## config.mk

```make
export PLATFORM = sky130hd
export DESIGN_NAME = i2c_slave_controller
export DESIGN_NICKNAME = d
export VERILOG_FILES = /design/src/rtl/i2c_slave_pkg.sv /design/src/rtl/i2c_slave_controller_counter.sv /design/src/rtl/i2c_slave_controller.sv
export SDC_FILE = /design/constraint.sdc
export NUM_CORES = 1
export LEC_CHECK = 0
export CAP_MARGIN = 25
export CORE_ASPECT_RATIO = 1.1
export CORE_MARGIN = 2
export CORE_UTILIZATION = 29
export DETAILED_ROUTE_END_ITERATION = 10
export GPL_ROUTABILITY_DRIVEN = 0
export SLEW_MARGIN = 20
export SYNTH_ARGS = -nofsm -noshare
export SYNTH_HDL_FRONTEND = slang
export SYNTH_SLANG_ARGS = --single-unit
export TNS_END_PERCENT = 50
```

## constraint.sdc

```tcl
create_clock -name FPGA_clk -period 3.5 [get_ports FPGA_clk]
set_clock_uncertainty 0.05 [all_clocks]
set_input_delay 0.35 -clock FPGA_clk [delete_from_list [all_inputs] [get_ports FPGA_clk]]
set_output_delay 0.35 -clock FPGA_clk [all_outputs]
set_load 0.01 [all_outputs]
```

## src/rtl/i2c_slave_pkg.sv

```systemverilog
// Shared types and constants for the I2C slave controller.
package i2c_slave_pkg;

    // Transaction sequencer states; RW through TX_ACK mean the slave is addressed.
    typedef enum logic [3:0] {
        IDLE,
        ADDR,
        RW,
        ADDR_ACK,
        RX_BYTE,
        RX_ACK,
        TX_BYTE,
        TX_ACK,
        WAIT_STOP
    } i2c_state_t;

    localparam int ADDR_BITS = 7;
    localparam int BYTE_BITS = 8;
    localparam int BIT_CNT_W = $clog2(BYTE_BITS);

    // Counter value while the last bit of a byte is on the bus.
    localparam logic [BIT_CNT_W-1:0] LAST_BIT = BIT_CNT_W'(BYTE_BITS - 1);

endpackage

```

## src/rtl/i2c_slave_controller_counter.sv

```systemverilog
// Free-running up counter with synchronous clear, used as the bit counter.
module i2c_slave_controller_counter #(
    parameter int WIDTH = 3
) (
    input  logic             clk,
    input  logic             rst,
    input  logic             en,
    output logic [WIDTH-1:0] count
);

    // Synchronous clear wins over counting; the count wraps at 2**WIDTH.
    always_ff @(posedge clk) begin
        if (rst) begin
            count <= '0;
        end else if (en) begin
            count <= count + WIDTH'(1);
        end
    end

endmodule

```

## src/rtl/i2c_slave_controller.sv

```systemverilog
// I2C slave transaction sequencer: pin sync, START/STOP detection, address
// handshake with the external decoder, byte receive/transmit and ACK cycles.
// Owns the open-drain SDA drive (sda_oe=1 pulls the line low).
module i2c_slave_controller
    import i2c_slave_pkg::*;
#(
    parameter int SYNC_STAGES = 2
) (
    input  logic                 FPGA_clk,
    input  logic                 rst,
    input  logic                 SCL,
    input  logic                 SDA,
    output logic                 SCL_sync,
    output logic                 SDA_sync,
    output logic                 SCL_prev,
    output logic                 dec_enable,
    output logic                 dec_rst,
    input  logic                 dec_done,
    input  logic                 dec_selected,
    output logic                 sda_oe,
    output logic                 rw,
    output logic [BYTE_BITS-1:0] rx_data,
    output logic                 rx_valid,
    input  logic [BYTE_BITS-1:0] tx_data,
    output logic                 tx_req,
    output logic                 busy,
    output i2c_state_t           state
);

    logic [SYNC_STAGES-1:0] scl_ff;
    logic [SYNC_STAGES-1:0] sda_ff;
    logic                   sda_prev;
    logic                   scl_rise;
    logic                   scl_fall;
    logic                   start_det;
    logic                   stop_det;
    logic [BIT_CNT_W-1:0]   bit_cnt;
    logic                   bit_cnt_clr;
    logic                   bit_cnt_en;
    logic [BYTE_BITS-1:0]   shift_reg;
    logic                   master_ack;

    // Pin synchronizers plus one-cycle history; all reset to the idle-bus level.
    always_ff @(posedge FPGA_clk or negedge rst) begin
        if (!rst) begin
            scl_ff   <= '1;
            sda_ff   <= '1;
            SCL_prev <= 1'b1;
            sda_prev <= 1'b1;
        end else begin
            scl_ff   <= {scl_ff[SYNC_STAGES-2:0], SCL};
            sda_ff   <= {sda_ff[SYNC_STAGES-2:0], SDA};
            SCL_prev <= scl_ff[SYNC_STAGES-1];
            sda_prev <= sda_ff[SYNC_STAGES-1];
        end
    end

    assign SCL_sync  = scl_ff[SYNC_STAGES-1];
    assign SDA_sync  = sda_ff[SYNC_STAGES-1];
    assign scl_rise  = SCL_sync & ~SCL_prev;
    assign scl_fall  = ~SCL_sync & SCL_prev;
    assign start_det = SCL_sync & sda_prev & ~SDA_sync;
    assign stop_det  = SCL_sync & ~sda_prev & SDA_sync;

    // Held at zero outside the byte states, so it starts from 0 on every entry.
    assign bit_cnt_clr = (state != RX_BYTE) && (state != TX_BYTE);
    // Receive counts rising edges, transmit counts falling edges.
    assign bit_cnt_en  = ((state == RX_BYTE) && scl_rise) ||
                         ((state == TX_BYTE) && scl_fall);

    i2c_slave_controller_counter #(
        .WIDTH (BIT_CNT_W)
    ) u_bit_cnt (
        .clk   (FPGA_clk),
        .rst   (~rst | bit_cnt_clr),
        .en    (bit_cnt_en),
        .count (bit_cnt)
    );

    // Sequencer: state, SDA drive and all handshake strobes are registered here.
    always_ff @(posedge FPGA_clk or negedge rst) begin
        if (!rst) begin
            state      <= IDLE;
            sda_oe     <= 1'b0;
            dec_enable <= 1'b0;
            dec_rst    <= 1'b0;
            rw         <= 1'b0;
            rx_data    <= '0;
            rx_valid   <= 1'b0;
            tx_req     <= 1'b0;
            busy       <= 1'b0;
            shift_reg  <= '0;
            master_ack <= 1'b0;
        end else begin
            dec_rst  <= 1'b0;
            rx_valid <= 1'b0;
            tx_req   <= 1'b0;
            if (start_det) begin
                // START (first or repeated) beats any coincident SCL edge; rw is kept.
                state      <= ADDR;
                dec_rst    <= 1'b1;
                dec_enable <= 1'b1;
                busy       <= 1'b0;
                sda_oe     <= 1'b0;
            end else if (stop_det) begin
                state      <= IDLE;
                dec_enable <= 1'b0;
                busy       <= 1'b0;
                sda_oe     <= 1'b0;
            end else begin
                case (state)
                    IDLE: begin
                        state <= IDLE;
                    end
                    ADDR: begin
                        // dec_done is stale during the dec_rst cycle, so ignore it there.
                        if (dec_done && !dec_rst) begin
                            dec_enable <= 1'b0;
                            if (dec_selected) begin
                                state <= RW;
                                busy  <= 1'b1;
                            end else begin
                                state <= WAIT_STOP;
                            end
                        end
                    end
                    RW: begin
                        if (scl_rise) begin
                            rw    <= SDA_sync;
                            state <= ADDR_ACK;
                        end
                    end
                    ADDR_ACK: begin
                        // sda_oe doubles as the phase flag: first fall drives, second releases.
                        if (scl_fall) begin
                            if (!sda_oe) begin
                                sda_oe <= 1'b1;
                            end else if (!rw) begin
                                sda_oe <= 1'b0;
                                state  <= RX_BYTE;
                            end else begin
                                tx_req    <= 1'b1;
                                shift_reg <= tx_data;
                                sda_oe    <= ~tx_data[BYTE_BITS-1];
                                state     <= TX_BYTE;
                            end
                        end
                    end
                    RX_BYTE: begin
                        if (scl_rise) begin
                            shift_reg <= {shift_reg[BYTE_BITS-2:0], SDA_sync};
                            if (bit_cnt == LAST_BIT) begin
                                rx_data  <= {shift_reg[BYTE_BITS-2:0], SDA_sync};
                                rx_valid <= 1'b1;
                                state    <= RX_ACK;
                            end
                        end
                    end
                    RX_ACK: begin
                        if (scl_fall) begin
                            if (!sda_oe) begin
                                sda_oe <= 1'b1;
                            end else begin
                                sda_oe <= 1'b0;
                                state  <= RX_BYTE;
                            end
                        end
                    end
                    TX_BYTE: begin
                        if (scl_fall) begin
                            if (bit_cnt == LAST_BIT) begin
                                sda_oe     <= 1'b0;
                                master_ack <= 1'b0;
                                state      <= TX_ACK;
                            end else begin
                                // Rotate so the next bit sits in the MSB position.
                                shift_reg <= {shift_reg[BYTE_BITS-2:0], shift_reg[BYTE_BITS-1]};
                                sda_oe    <= ~shift_reg[BYTE_BITS-2];
                            end
                        end
                    end
                    TX_ACK: begin
                        if (scl_rise) begin
                            if (!SDA_sync) begin
                                master_ack <= 1'b1;
                            end else begin
                                state <= WAIT_STOP;
                                busy  <= 1'b0;
                            end
                        end else if (scl_fall && master_ack) begin
                            tx_req    <= 1'b1;
                            shift_reg <= tx_data;
                            sda_oe    <= ~tx_data[BYTE_BITS-1];
                            state     <= TX_BYTE;
                        end
                    end
                    WAIT_STOP: begin
                        sda_oe <= 1'b0;
                    end
                    default: begin
                        state <= IDLE;
                    end
                endcase
            end
        end
    end

endmodule

```

==> Flow_metrics.wiki, run 1 <==
{| class="wikitable"
! Metric !! Value
|-
| Result of the run || completed
|-
| Final Net Count || 254
|-
| Final hold viol count || 0
|-
| First-pass detailed-route iteration total || 4
|-
| Insertion delay of the later-clocked pin in the worst-skew pair || 0.29 ns
|-
| Worst setup path category || register to register
|-
| Post-synthesis net count || 220
|-
| Buffers plus inverters on the worst setup path || 0
|-
| Classification of the worst-slack hold path || register to register
|-
| Required arrival time at the worst endpoint || 3.63 ns
|-
| Average size of a mapped cell || 10.05 sq um
|-
| Maximum number of pins on one net before global-route repair || 27
|-
| Actual transition at the worst max-transition pin || 0.7738 ns
|-
| Total of cells resized after clock tree synthesis || 0
|-
| Final worst path period share || 0.6757
|-
| Initial core utilization || 0.2959
|-
| Clock transition at the registers of the reported paths || 0.08 ns
|-
| Number of enable-type register cells in the synthesized netlist || 0
|-
| Detailed Place HPWL || 3366 microns
|-
| Residual antenna-violating net count after detailed routing || 0
|-
| Mean number of vias per cell || 5.136
|-
| GRT Resource Usage Total || 0.1253
|-
| Cell with the largest stage delay on the worst path || dfrtp_1
|-
| Final routed DRC violation total || 0
|-
| CP Capture Type || register
|-
| DRT Wirelength || 4693 microns
|-
| Delay of the slowest cell on the worst path || 0.85 ns
|-
| Sum of negative setup slack || 0 ns
|-
| Antenna violations before repair || 0
|-
| Most area-consuming cells after synthesis || dfrtp_1 (34%), mux2_2 (13%), dfstp_2 (7.7%)
|-
| Count of max-cap constraint violations || 0
|-
| Slew margin rel. || 0.4841
|-
| Number of warning messages in the yosys log || 0
|-
| Die Span Y || 92.17 microns
|-
| Die area || 0.007757 sq mm
|-
| CTS tree || yes
|-
| Data arrival time of the critical path || 2.49 ns
|-
| Site row count || 32
|-
| Share of async-settable or async-resettable flops after synthesis || 0.9189
|-
| Prevailing post-synth register cell || dfrtp_1
|-
| Synthesized instance count || 204
|-
| Root buffer cell || clkbuf_8
|-
| Fraction of final layout cells sized beyond drive strength 1 || 0.1883
|-
| Final min period || 2.365 ns
|-
| CTS Buf Count || 5
|-
| Number of levels the H-tree was split into || 2
|-
| Count of different cell masters after synthesis || 46
|-
| Slew Viols, Final || 0
|-
| Count of final setup violators || 0
|-
| Hold-fix buffers, CTS || 1
|-
| Port Buffer Count || 35
|-
| Overall power || 1250 uW
|-
| Power density cells || 488.8 mW/mm^2
|-
| Unrepaired setup endpoints after global routing || no
|-
| Fraction of post-synthesis cell area in the top cell type by area || 0.3419
|-
| Maximum fanout count along the critical path || 26
|-
| Setup crit start kind || register
|-
| Core Box Area || 0.006927 sq mm
|-
| Clk buf depth || 2
|-
| Wire per inst || 14.48 microns
|-
| Commonest cells after routing, fill and taps aside || clkdlybuf4s50_1 (34), dfrtp_1 (28), mux2_2 (23)
|-
| Via count of the first global-routing pass || 1610
|-
| Wire length of the first global-routing pass || 7803 microns
|-
| Lkg Pwr || 0.001097 uW
|-
| Number of inserted diodes || 0
|-
| Most area-hungry cell type in the Yosys netlist || dfrtp_1
|-
| Cell chain of the critical path || and2_0 -> mux2_2 -> mux2_2
|-
| Via Count || 1664
|-
| Part of the Yosys area used for sequential elements || 0.4481
|-
| Mapped cell area || 0.002049 sq mm
|-
| Peak supply drop || 0.2324 mV
|-
| Most frequent cell on the critical path || mux2_2
|-
| I/O pin count || 36
|-
| Drt initial violations || 123
|-
| Synth Register Bits || 37
|-
| Chip width || 84.16 microns
|-
| Family with the most delay on the worst path || flip-flops
|-
| Fmax achieved || 422.8 MHz
|-
| Count of buffers added by post-CTS timing repair for setup || 0
|-
| # clock sinks || 37
|-
| Area growth syn-to-layout || 24.79%
|-
| Grt total ovfl || 0
|-
| Most frequent standard cell in the layout excluding fill and tap cells || clkdlybuf4s50_1
|}
## final cells by class
cell class,instances,area (sq um)
fill,713,4369
inverter,6,22.52
clock inverter,2,10.01
multi-input combinational,150,1057
timing repair buffer,38,370.4
sequential,37,918.4
clock buffer,6,72.57
tap,85,106.4
## cells in the mapped netlist, types with 4 or more instances
library cell  instances
dfrtp_1              28
mux2_2               23
nor2_1               19
nand2_1              15
a21oi_1              11
o21ai_0              11
mux2i_1               9
buf_2                 8
dfstp_2               6
inv_1                 6
nand3_1               5
nor3_1                5
nand2b_1              4
nor2b_1               4
## kinds of logic (layout without fill, tap and decap cells)
family / count (synthesis) / count (layout) / synth area share
AOI/OAI and AO/OA: 45 / 45 / 0.1490
xor gates and xnor gates: 4 / 4 / 0.01710
adders and majority gates: 2 / 2 / 0.01221
buffers and inverters: 17 / 52 / 0.03602
DFF: 37 / 37 / 0.4481
muxes: 32 / 32 / 0.1703
and+or+nand+nor: 67 / 67 / 0.1673
## routing by layer
metal | vias to the layer above | track usage | share of wire
li1 | 803 | - | -
met1 | 802 | 0.1681 | 0.45
met2 | 51 | 0.1958 | 0.48
met3 | 8 | 0.03240 | 0.055
met4 | 0 | 0.04301 | 0.013
met5 | - | 0 | 0
## final timing paths
path	cells past startpoint	end	from	slack [ns]
min in group asynchronous	2	dec_rst	rst	0.50
setup / recovery	3	shift_reg[4]	state[2]	1.14
max in group asynchronous	3	rx_data[5]	rst	2.32
hold / removal	0	sda_ff[1]	sda_ff[0]	0.31
setup reg to reg	3	shift_reg[4]	state[2]	1.14
hold reg to reg	0	sda_ff[1]	sda_ff[0]	0.31
## through the flow
step / instances / utilization / hold WS (ns) / setup slack, ns / area, sq um
after detailed placement: 315 / 0.3559 / 0.2785 / 1.157 / 2465
after CTS: 324 / 0.3692 / 0.3080 / 1.153 / 2557
final: 324 / 0.3692 / 0.3065 / 1.135 / 2557
after global routing: 324 / 0.3692 / 0.3105 / 0.9807 / 2557
after floorplan: 204 / - / 0.004409 / 1.542 / 2049
after global placement: 315 / 0.3559 / 0.2748 / 1.163 / 2465
## worst register-to-register path, cell delays in order, from the launching register on
cell and delay [ns]:
dfrtp_1 0.85, and2_0 0.68, mux2_2 0.42, mux2_2 0.26
## report_power, final
| part | internal [uW] | switching [uW] | total, uW |
|---|---|---|---|
| clock | 138 | 151 | 289 |
| combinational | 199 | 202 | 401 |
| sequential | 482 | 78.0 | 560 |
(Power assumes the default switching activity.)
==> run 2: changes to the inputs <==
- clock period: 3.5 -> 2.4 ns (I/O delays scaled with it)
==> Flow_metrics.wiki, run 2 (synthesized netlist as in run 1, its figures left out) <==
{| class="wikitable"
! Metric !! Value
|-
| Detailed Place HPWL || 3556 microns (was 3366 microns)
|-
| Site row count || 32 (unchanged)
|-
| I/O pin count || 36 (unchanged)
|-
| # clock sinks || 37 (unchanged)
|-
| Post-Layout Cell Count || 331 (was 324)
|-
| Sw power || 641.1 uW (was 430.8 uW)
|-
| CTS Buf Count || 5 (unchanged)
|-
| Combinational group share of total power || 0.322 (was 0.321)
|-
| Fmax achieved || 481.2 MHz (was 422.8 MHz)
|-
| Wire length of the first global-routing pass || 8169 microns (was 7803 microns)
|-
| Number of levels the H-tree was split into || 2 (unchanged)
|-
| Worst setup path category || register to register (unchanged)
|-
| Final worst path period share || 0.8660 (was 0.6757)
|-
| Sum of negative setup slack || 0 ns (unchanged)
|-
| Clk buf depth || 2 (unchanged)
|-
| Maximum fanout count along the critical path || 8 (was 26)
|-
| Maximum number of pins on one net before global-route repair || 22 (was 27)
|-
| Drt initial violations || 169 (was 123)
|-
| Highest metal layer with signal wires || met4 (unchanged)
|-
| Result of the run || completed (unchanged)
|-
| Int Power || 1328 uW (was 819.3 uW)
|-
| Metal1 wirelength || 2095 microns (was 2124 microns)
|-
| Delay of the slowest cell on the worst path || 0.60 ns (was 0.85 ns)
|-
| Core Box Area || 0.006927 sq mm (unchanged)
|-
| DRT Wirelength || 4802 microns (was 4693 microns)
|-
| Insertion delay of the later-clocked pin in the worst-skew pair || 0.29 ns (about the same)
|-
| Initial core utilization || 0.2959 (unchanged)
|-
| Wire per inst || 14.51 microns (was 14.48 microns)
|-
| Hold slack final || 0.3006 ns (was 0.3065 ns)
|-
| Clock network fraction of design power || 0.274 (was 0.231)
|-
| Root buffer cell || clkbuf_8 (unchanged)
|-
| CTS tree || yes (unchanged)
|-
| Count of final setup violators || 0 (unchanged)
|-
| Final hold viol count || 0 (unchanged)
|-
| Cell chain of the critical path || xor2_1 -> a21oi_1 -> nand3_1 -> a21oi_4 -> mux2_2 (was and2_0 -> mux2_2 -> mux2_2)
|-
| Slew Viols, Final || 0 (unchanged)
|-
| Final Net Count || 261 (was 254)
|-
| Mean number of vias per cell || 5.048 (was 5.136)
|-
| Die area || 0.007757 sq mm (unchanged)
|-
| Cell with the largest stage delay on the worst path || dfstp_2 (was dfrtp_1)
|-
| Residual antenna-violating net count after detailed routing || 0 (unchanged)
|-
| Layout fillers || 712 (was 713)
|-
| Antenna violations before repair || 0 (unchanged)
|-
| Grt total ovfl || 0 (unchanged)
|-
| Final core utilization || 0.3810 (was 0.3692)
|-
| Classification of the worst-slack hold path || input pin to register (was register to register)
|-
| CP Capture Type || register (unchanged)
|-
| Hold-fix buffers, CTS || 1 (unchanged)
|-
| Area growth syn-to-layout || 28.75% (was 24.79%)
|-
| Count of max-cap constraint violations || 0 (unchanged)
|-
| Routed met2 length || 2337 microns (was 2248 microns)
|-
| Via Count || 1671 (was 1664)
|-
| Final min period || 2.078 ns (was 2.365 ns)
|-
| Most frequent standard cell in the layout excluding fill and tap cells || clkdlybuf4s50_1 (unchanged)
|-
| Total of cells resized after clock tree synthesis || 0 (unchanged)
|-
| Lkg Pwr || 0.001144 uW (was 0.001097 uW)
|-
| Slew margin rel. || 0.7013 (was 0.4841)
|-
| First-pass detailed-route iteration total || 4 (unchanged)
|-
| Actual transition at the worst max-transition pin || 0.4411 ns (was 0.7738 ns)
|-
| Detailed route wirelength on metal3 || 310 microns (was 259 microns)
|-
| Register share of total power || 0.404 (was 0.448)
|-
| Power density cells || 746.3 mW/mm^2 (was 488.8 mW/mm^2)
|-
| Port Buffer Count || 35 (unchanged)
|-
| Overall power || 1969 uW (was 1250 uW)
|-
| R2r setup slk || 0.32 ns (was 1.14 ns)
|-
| GRT Resource Usage Total || 0.1306 (was 0.1253)
|-
| Die Span Y || 92.17 microns (unchanged)
|-
| Count of buffers added by post-CTS timing repair for setup || 0 (unchanged)
|-
| Final routed DRC violation total || 0 (unchanged)
|-
| Commonest cells after routing, fill and taps aside || clkdlybuf4s50_1 (34), dfrtp_1 (28), mux2_2 (23) (unchanged)
|-
| Peak supply drop || 0.3293 mV (was 0.2324 mV)
|-
| Data arrival time of the critical path || 2.21 ns (was 2.49 ns)
|-
| Number of inserted diodes || 0 (unchanged)
|-
| Clock transition at the registers of the reported paths || 0.08 ns (about the same)
|-
| Switching Share || 0.3256 (was 0.3446)
|-
| Instance count after placement with tap cells included || 322 (was 315)
|-
| Via count of the first global-routing pass || 1640 (was 1610)
|-
| Fraction of final layout cells sized beyond drive strength 1 || 0.2114 (was 0.1883)
|-
| Setup crit start kind || register (unchanged)
|-
| Unrepaired setup endpoints after global routing || no (unchanged)
|-
| Required arrival time at the worst endpoint || 2.53 ns (was 3.63 ns)
|-
| Chip width || 84.16 microns (unchanged)
|}
## run 2: stage by stage
stage	worst slack, ns	area, sq um
6_report	0.3217	2639
5_1_grt	0.1295	2639
4_1_cts	0.3176	2639
3_5_place_dp	0.3296	2517
3_3_place_gp	0.3377	2517
2_1_floorplan	0.4423	2049
## run 2: layout make-up
| cell class | instances | area, sq um | area share |
|---|---|---|---|
| Multi-Input combinational cell | 150 | 1057 | 0.4007 |
| Sequential cell | 37 | 918.4 | 0.3480 |
| Timing Repair Buffer | 45 | 422.9 | 0.1603 |
| Tap cell | 85 | 106.4 | 0.04030 |
| Clock buffer | 6 | 72.57 | 0.02750 |
| Clock inverter | 2 | 38.79 | 0.01470 |
| Inverter | 6 | 22.52 | 0.008535 |
## run 2: power groups by stage
stage | clock, uW | sequential, uW | combinational [uW]
3_5_place_dp | 0 | 809 | 633
6_report | 540 | 796 | 634
5_1_grt | 582 | 812 | 698
4_1_cts | 554 | 796 | 636
2_1_floorplan | 0 | 786 | 420
3_3_place_gp | 0 | 808 | 628
## run 2: worst paths after layout
kind	from	to	cells after the start
min in group asynchronous	rst	state[0]	2
worst min-delay path	SDA	sda_ff[0]	1
worst min register to register	scl_ff[0]	scl_ff[1]	0
worst max register to register	sda_prev	shift_reg[7]	5
worst max-delay path	sda_prev	shift_reg[7]	5
max in group asynchronous	rst	shift_reg[1]	3
## run 2: per-layer routing
layer | vias to the layer above | global-route usage
met4 | 0 | 0.03763
met1 | 794 | 0.1714
met2 | 58 | 0.2097
met3 | 6 | 0.03690
li1 | 813 | -
met5 | - | 0
## run 2: critical path, delay by kind of cell (launching register included)
family	cells	cell delay, ns
muxes	1	0.37
AOI/OAI and AO/OA	2	0.62
and+or+nand+nor	1	0.18
xor gates and xnor gates	1	0.15
DFF	1	0.60
